### src/rtl/sc_behavior_arbiter_pkg.sv
// Shared encodings and defaults for the behavior arbiter that feeds the
// path mux state machine's BEHAVIOR and NEWSIGNAL inputs.
package sc_behavior_arbiter_pkg;

    typedef enum logic [1:0] {
        S_POS   = 2'd0,
        S_AVOID = 2'd1,
        S_HOLD  = 2'd2
    } state_t;

    localparam int DEBOUNCE_DEFAULT = 50000;
    localparam int HOLD_DEFAULT     = 25000000;

    localparam logic BEHAVIOR_POS   = 1'b1;
    localparam logic BEHAVIOR_AVOID = 1'b0;

    // Only the position-control state hands the mux to the position controller.
    function automatic logic behavior_of(input state_t s);
        return (s == S_POS) ? BEHAVIOR_POS : BEHAVIOR_AVOID;
    endfunction

endpackage

### src/rtl/sc_input_debouncer.sv
// 2-FF synchronizer plus counter debouncer for an active-low asynchronous
// input; active_out is the filtered level (1 = input asserted low).
module sc_input_debouncer
    import sc_behavior_arbiter_pkg::*;
#(
    parameter int DEBOUNCE_CYCLES = DEBOUNCE_DEFAULT,
    parameter int CNT_W           = 25
) (
    input  logic clock,
    input  logic reset,
    input  logic raw_in_low,
    output logic active_out
);

    localparam logic [CNT_W-1:0] CNT_LAST = CNT_W'(DEBOUNCE_CYCLES - 1);

    logic             sync1_q;
    logic             sync2_q;
    logic             active_q;
    logic             active_d;
    logic [CNT_W-1:0] cnt_q;
    logic [CNT_W-1:0] cnt_d;

    // Any cycle that agrees with the filtered level restarts the count, so
    // only an uninterrupted run of DEBOUNCE_CYCLES disagreeing samples flips it.
    always_comb begin
        active_d = active_q;
        cnt_d    = '0;
        if (~sync2_q != active_q) begin
            if (cnt_q == CNT_LAST) begin
                active_d = ~active_q;
            end else begin
                cnt_d = cnt_q + CNT_W'(1);
            end
        end
    end

    always_ff @(posedge clock or posedge reset) begin
        if (reset) begin
            sync1_q  <= 1'b1;
            sync2_q  <= 1'b1;
            active_q <= 1'b0;
            cnt_q    <= '0;
        end else begin
            sync1_q  <= raw_in_low;
            sync2_q  <= sync1_q;
            active_q <= active_d;
            cnt_q    <= cnt_d;
        end
    end

    assign active_out = active_q;

endmodule

### src/rtl/sc_behavior_arbiter.sv
// Chooses position control vs obstacle avoidance (with a post-clear dwell)
// and emits a one-cycle active-low strobe for every new goal.
module sc_behavior_arbiter
    import sc_behavior_arbiter_pkg::*;
#(
    parameter int DEBOUNCE_CYCLES = DEBOUNCE_DEFAULT,
    parameter int HOLD_CYCLES     = HOLD_DEFAULT,
    parameter int CNT_W           = 25
) (
    input  logic       SC_STATEMACHINE_MUX41_CLOCK_50,
    input  logic       SC_STATEMACHINE_MUX41_RESET_InHigh,
    input  logic       SC_BEHAVIORARBITER_OBSTACLE_InLow,
    input  logic       SC_BEHAVIORARBITER_GOAL_InLow,
    output logic       SC_BEHAVIORARBITER_BEHAVIOR_Out,
    output logic       SC_BEHAVIORARBITER_NEWSIGNAL_OutLow,
    output logic [1:0] SC_BEHAVIORARBITER_STATE_OutBus
);

    localparam logic [CNT_W-1:0] HOLD_LOAD = CNT_W'(HOLD_CYCLES - 1);

    logic             obst_f;
    logic             goal_sync1_q;
    logic             goal_sync2_q;
    logic             goal_prev_q;
    logic             new_goal_n_q;
    logic             new_goal_n_d;
    state_t           state_q;
    state_t           state_d;
    logic [CNT_W-1:0] hold_cnt_q;
    logic [CNT_W-1:0] hold_cnt_d;
    logic             behavior_q;
    logic             behavior_d;

    sc_input_debouncer #(
        .DEBOUNCE_CYCLES (DEBOUNCE_CYCLES),
        .CNT_W           (CNT_W)
    ) u_obstacle_debouncer (
        .clock      (SC_STATEMACHINE_MUX41_CLOCK_50),
        .reset      (SC_STATEMACHINE_MUX41_RESET_InHigh),
        .raw_in_low (SC_BEHAVIORARBITER_OBSTACLE_InLow),
        .active_out (obst_f)
    );

    assign new_goal_n_d = ~(goal_prev_q & ~goal_sync2_q);

    // A re-asserted obstacle always wins over the dwell expiring in S_HOLD.
    always_comb begin
        state_d    = state_q;
        hold_cnt_d = hold_cnt_q;
        case (state_q)
            S_POS: begin
                if (obst_f) state_d = S_AVOID;
            end
            S_AVOID: begin
                if (!obst_f) begin
                    state_d    = S_HOLD;
                    hold_cnt_d = HOLD_LOAD;
                end
            end
            S_HOLD: begin
                if (obst_f) begin
                    state_d = S_AVOID;
                end else if (hold_cnt_q == '0) begin
                    state_d = S_POS;
                end else begin
                    hold_cnt_d = hold_cnt_q - CNT_W'(1);
                end
            end
            default: begin
                state_d    = S_POS;
                hold_cnt_d = '0;
            end
        endcase
        behavior_d = behavior_of(state_d);
    end

    always_ff @(posedge SC_STATEMACHINE_MUX41_CLOCK_50 or posedge SC_STATEMACHINE_MUX41_RESET_InHigh) begin
        if (SC_STATEMACHINE_MUX41_RESET_InHigh) begin
            state_q      <= S_POS;
            hold_cnt_q   <= '0;
            behavior_q   <= BEHAVIOR_POS;
            goal_sync1_q <= 1'b1;
            goal_sync2_q <= 1'b1;
            goal_prev_q  <= 1'b1;
            new_goal_n_q <= 1'b1;
        end else begin
            state_q      <= state_d;
            hold_cnt_q   <= hold_cnt_d;
            behavior_q   <= behavior_d;
            goal_sync1_q <= SC_BEHAVIORARBITER_GOAL_InLow;
            goal_sync2_q <= goal_sync1_q;
            goal_prev_q  <= goal_sync2_q;
            new_goal_n_q <= new_goal_n_d;
        end
    end

    assign SC_BEHAVIORARBITER_BEHAVIOR_Out     = behavior_q;
    assign SC_BEHAVIORARBITER_NEWSIGNAL_OutLow = new_goal_n_q;
    assign SC_BEHAVIORARBITER_STATE_OutBus     = state_q;

endmodule

### config.mk
export PLATFORM = sky130hd
export DESIGN_NAME = sc_behavior_arbiter
export DESIGN_NICKNAME = d
export VERILOG_FILES = /design/src/rtl/sc_behavior_arbiter_pkg.sv /design/src/rtl/sc_input_debouncer.sv /design/src/rtl/sc_behavior_arbiter.sv
export SDC_FILE = /design/constraint.sdc
export NUM_CORES = 1
export LEC_CHECK = 0
export CORE_ASPECT_RATIO = 0.75
export CORE_MARGIN = 2
export CORE_UTILIZATION = 50
export DETAILED_ROUTE_END_ITERATION = 16
export DONT_BUFFER_PORTS = 1
export GPL_TIMING_DRIVEN = 0
export PLACE_DENSITY = 0.65
export SETUP_SLACK_MARGIN = 0.02
export SLEW_MARGIN = 20
export SYNTH_ARGS = -nofsm -noshare
export SYNTH_HDL_FRONTEND = slang
export SYNTH_SLANG_ARGS = --single-unit
export TNS_END_PERCENT = 1
### constraint.sdc
create_clock -name SC_STATEMACHINE_MUX41_CLOCK_50 -period 3.05 [get_ports SC_STATEMACHINE_MUX41_CLOCK_50]
set_input_delay 0.61 -clock SC_STATEMACHINE_MUX41_CLOCK_50 [delete_from_list [all_inputs] [get_ports SC_STATEMACHINE_MUX41_CLOCK_50]]
set_output_delay 0.61 -clock SC_STATEMACHINE_MUX41_CLOCK_50 [all_outputs]
set_load 0.01 [all_outputs]
# Yosys cells after proc, flatten, opt, wreduce, memory -nomap -nowiden

Cells that the tools add are included.

Register bits: 60
Bits of input ports: 4
Output and inout bits: 4
Logic and storage cells: 43

Add/subtract/negate cells: 2
Eq/ne operators: 7
Mux-type cells: 12
Bitwise gates (word level): 6
Reductions and logical operators: 5

Operators by type and width:

| cell                    | count |
|---|---|
| $mux W25                | 5 |
| $pmux W25 S3            | 1 |
| $add A25 B1 Y25 const B | 1 |
| $eq A25 B16 Y1 const B  | 1 |
| $logic_not A25 Y1       | 1 |
| $sub A25 B1 Y25 const B | 1 |
| $mux W2                 | 4 |
| $ne A2 B2 Y1 const B    | 3 |
| $pmux W2 S3             | 1 |
| $not A1 Y1              | 5 |
| $logic_not A2 Y1        | 2 |
| $reduce_and A4 Y1       | 1 |
| $eq A2 B1 Y1 const B    | 1 |
| $eq A2 B2 Y1 const B    | 1 |
| $reduce_and A2 Y1       | 1 |
| $and A1 B1 Y1           | 1 |
| $mux W1                 | 1 |
| $ne A1 B1 Y1            | 1 |

# Logic depth before layout (Yosys ltp)

Depth after elaboration: 6
Depth in mapped cells: 9
Gate-level depth less buffers: 7

# By module

A second synthesis with hierarchy kept.

Cells, all modules: 340
Area total of the unflattened synthesis: 3190.6 um^2

By module, submodules not included:

| module              | instances | cells each | area an instance (um^2) | sequential area each (um^2) |
|---|---|---|---|---|
| sc_behavior_arbiter | 1         | 194        | 1795.5                  | 807.0 |
| sc_input_debouncer  | 1         | 146        | 1395.1                  | 703.2 |

# Worst setup path before layout

OpenSTA, ideal clock, no wires.

Path type: flip-flop to flip-flop
Start: register hold_cnt_q[0]
End: register hold_cnt_q[0]
Setup time: 0.135 ns
Arrival time: 2.237 ns
Data required time: 2.915 ns
Path slack: 0.677 ns
Cell stages (with the launch flop): 8
Path buffers: 0
Clock period less this slack: 2.373 ns
Path through: dfrtp_1 > inv_1 > ha_1 > or3b_2 > nor4_4 > a41oi_2 > nand2_4 > o22ai_1

Cells in the longest elaborated chain, start to end: 4
Elaborated cells on any way between the ends: 7
Those cells by class: 1 x add/sub; 1 x eq/ne; 3 x mux; 2 x reduce/logical

RTL lines:

| what                     | RTL line                  | text |
|---|---|---|
| start: declaration       | sc_behavior_arbiter.sv:29 | `logic [CNT_W-1:0] hold_cnt_q;` |
| start signal: assignment | sc_behavior_arbiter.sv:88 | `hold_cnt_q <= hold_cnt_d;` |
| $sub A25 B1 Y25          | sc_behavior_arbiter.sv:66 | `hold_cnt_d = hold_cnt_q - CNT_W'(1);` |
| $mux W25                 | sc_behavior_arbiter.sv:63 | `end else if (hold_cnt_q == '0) begin` |
| $mux W25                 | sc_behavior_arbiter.sv:61 | `if (obst_f) begin` |
| $pmux W25 S3             | sc_behavior_arbiter.sv:50 | `case (state_q)` |

Several ways; a longest one is shown, not always the timed one. The select of a mux whose other input is x is not followed.
A chain may end at the register's enable or synchronous reset.

# Final worst setup path

Start: register hold_cnt_q[0]
End: register hold_cnt_q[15]

Same word-level chain as after synthesis.

==> impl_metrics.csv <==
group,metric,value,unit
routing,drt_wl_total,7.328,mm
final_layout,fin_util,57.04,%
sta,maxSlewViolCount,0,
final_layout,final_area,0.003568,mm²
sta,worst_slack,304.7,ps
yosys,synthFlopType,"dfrtp_1",
sta,hold_viol_final,0,
routing,drtIter0Drc,239,
grt,grt.overflow.total,0,
yosys,yosysSeqAreaShare,46.96,%
yosys,netlist_instances,350,
place,dp_slack,166.4,ps
sta,period_needed,2745,ps
yosys,syn_area,0.003216,mm²
clock_network,clock_sinks,60,
pwr,irDropWorstVdd,0.0002621,V
setup_path,critPathMaxFanout,10,
clock_network,clk_latency,340,ps
clock_network,cts_tree,"done",
clock_network,cts-buffers-inserted,9,
yosys,yosysMostFrequentCell,"dfrtp_1",
final_layout,diodes,0,
yosys,synth_nets,360,
routing,via_per_inst,5.962,
yosys,ys_ff_latch,60,
yosys,yosys_warnings,0,
yosys,synth-async-reset-ratio,100.0,%
sta,fin_skew,6.257,ps
setup_path,worst_ep_arrival_time,2970,ps
yosys,synth_top_area_share,41.25,%
grt,antenna_found_initial,0,
floorplanning,io_pins,8,
sta,worstMarginPinSlew,733.5,ps
yosys,synthTopCellsByCount,"dfrtp_1, nor2_1, o21ai_0",
clock_network,clkSlewWorstSetupHoldPaths,70,ps
final_layout,nNetsFinal,372,
clock_network,root_buffer,"clkbuf_8",
routing,m1WireLength,3.782,mm
floorplanning,core_area,0.006256,mm²
routing,wl_met3,526,µm
yosys,synth_cell_type_count,47,
sta,max_freq,0.3643,GHz
setup_path,crit_path_start_kind,"register",
job,drv_cap,0,
floorplanning,std_cell_rows,25,
final_layout,synthToLayoutAreaGrowth,10.97,%
yosys,syn_area_per_cell,9.187,µm²
routing,drtAntennaViolNets,0,
clock_network,htree_levels,3,
place,place.gp.congestion,0.8819,
hold_path,hold_class,"input pin to async pin",
grt,grt_pass1_wl,12.68,mm
yosys,synth_area_leaders,"dfrtp_1, dfstp_2, nor2_1, o21ai_0, xnor2_1",
floorplanning,die_y,73.45,µm
sta,finalSetupViolations,0,
setup_path,crit_required,3270,ps
sta,max_slew_margin,50.65,%
grt,grt_max_degree,50,
final_layout,final.fill_count,553,
routing,drc_errors,0,
final_layout,drive_gt1_share,10.08,%
clock_network,cts_setup_buffers,0,
place,placed_area,0.003347,mm²
yosys,yosysTopAreaCell,"dfrtp_1",
status,outcome,"complete, no violations",
routing,vias,2671,
floorplanning,start_util,51.40,%
routing,top_layer_used,"met4",
clock_network,cts_hold_buf,0,
clock_network,cts_resized,0,
sta,setup_tns,0,ps
sta,rsz0062_at_grt,"no",
setup_path,endpoint_kind,"register",
pwr,power_density,455.4,mW/mm²
floorplanning,die_area,0.007095,mm²
clock_network,clockBufferDepth,2,
grt,grt_pass1_vias,2468,
routing,drt-pass1-iter-count,5,
yosys,synth_edf_count,0,
grt,grt_usage,22.83,%
setup_path,crit_type,"register to register",
pwr,p_total,1625,µW
routing,dr_wl_met2,2.925,mm
floorplanning,die_w,96.60,µm
routing,routedWlPerCell,16.36,µm
place,dp_hpwl,5.046,mm
place,io_buffers,0,
pwr,leakage,0.001447,µW
sta,period_share,90.01,%
-- registers in the layout, indices dropped and copies added, names as in the netlist --
name and cells:
goal_prev_q 1, SC_BEHAVIORARBITER_NEWSIGNAL_OutLow 1, u_obstacle_debouncer.sync2_q 1, u_obstacle_debouncer.sync1_q 1
u_obstacle_debouncer.cnt_q 25, SC_BEHAVIORARBITER_BEHAVIOR_Out 1, hold_cnt_q 25, goal_sync1_q 1
u_obstacle_debouncer.active_out 1, SC_BEHAVIORARBITER_STATE_OutBus 2, goal_sync2_q 1
-- layout make-up --
cell class                      count  area (µm²)  share of cell area, %
Multi-Input combinational cell    259        1573                  44.07
Sequential cell                    60        1510                  42.32
Clock buffer                       13       178.9                  5.014
Tap cell                           81       101.3                  2.840
Buffer                             17       80.08                  2.244
Inverter                           14       55.05                  1.543
Clock inverter                      3       42.54                  1.192
Timing Repair Buffer                1       27.53                 0.7714
-- routing by layer --
layer | vias to the layer above | track usage, %
met2 | 99 | 30.02
li1 | 1291 | -
met3 | 11 | 5.423
met4 | 0 | 8.294
met5 | - | 0
met1 | 1270 | 36.01
-- cells by family after synthesis --
family,synth area share [%]
AND/OR/NAND/NOR,22.88
AO/OA/AOI/OAI,17.16
flip-flops,46.97
buffers and inverters,4.124
XOR/XNOR,6.537
adder cells (fa/ha/maj),2.335
-- metrics by stage --
step / hold WS [ps] / instances
after floorplan: 345.2 / 350
after global placement: 346.5 / 431
after detailed placement: 347.0 / 432
after CTS: 50.03 / 448
after global routing: 58.95 / 448
final: 52.29 / 448
-- where the power goes --
group	switching, µW	total [µW]	internal (µW)	leakage (µW)
Combinational	24.8	33.6	8.79	0.000524
Clock	315	780	465	0.000112
Sequential	5.45	812	806	0.000812
Total	345	1620	1280	0.00145
-- critical path, stage by stage, from the launching register on --
cell	delay (ps)
dfrtp_1	400
inv_1	120
ha_1	220
or3b_2	530
nor4_4	490
a41oi_2	450
nand2_1	300
o21ai_0	120
-- layout by cell type (no fill, tap or decap), types with 3 or more instances in the layout --
cell type	Yosys	layout
or4_1	8	8
nor4_1	13	13
inv_1	14	13
nor2b_1	3	3
xor2_1	7	7
nor3_1	9	9
dfrtp_1	53	53
clkbuf_1	14	14
a21oi_1	19	19
nand2b_1	4	4
ha_1	6	6
clkbuf_8	0	13
nor2_1	49	49
a31oi_1	14	14
nand3_1	15	15
dfstp_2	7	7
xnor2_1	17	17
o31ai_1	4	4
nand4_1	7	7
o21ai_0	33	33
and4_1	3	3
nand2_1	18	18
-- path summary, 6_finish.rpt --
path	from	end	slack, ps	depth (start not counted)
worst max-delay path	hold_cnt_q[0]	hold_cnt_q[15]	300	7
worst max register to register	hold_cnt_q[0]	hold_cnt_q[15]	300	7
worst min register to register	u_obstacle_debouncer.sync1_q	u_obstacle_debouncer.sync2_q	360	0
worst min-delay path	SC_STATEMACHINE_MUX41_RESET_InHigh	u_obstacle_debouncer.cnt_q[17]	50	1
max in group asynchronous	SC_STATEMACHINE_MUX41_RESET_InHigh	u_obstacle_debouncer.sync2_q	2460	2
min in group SC_STATEMACHINE_MUX41_CLOCK_50	SC_BEHAVIORARBITER_OBSTACLE_InLow	u_obstacle_debouncer.sync1_q	260	0
Note: power is estimated with default switching activity, not from simulation.
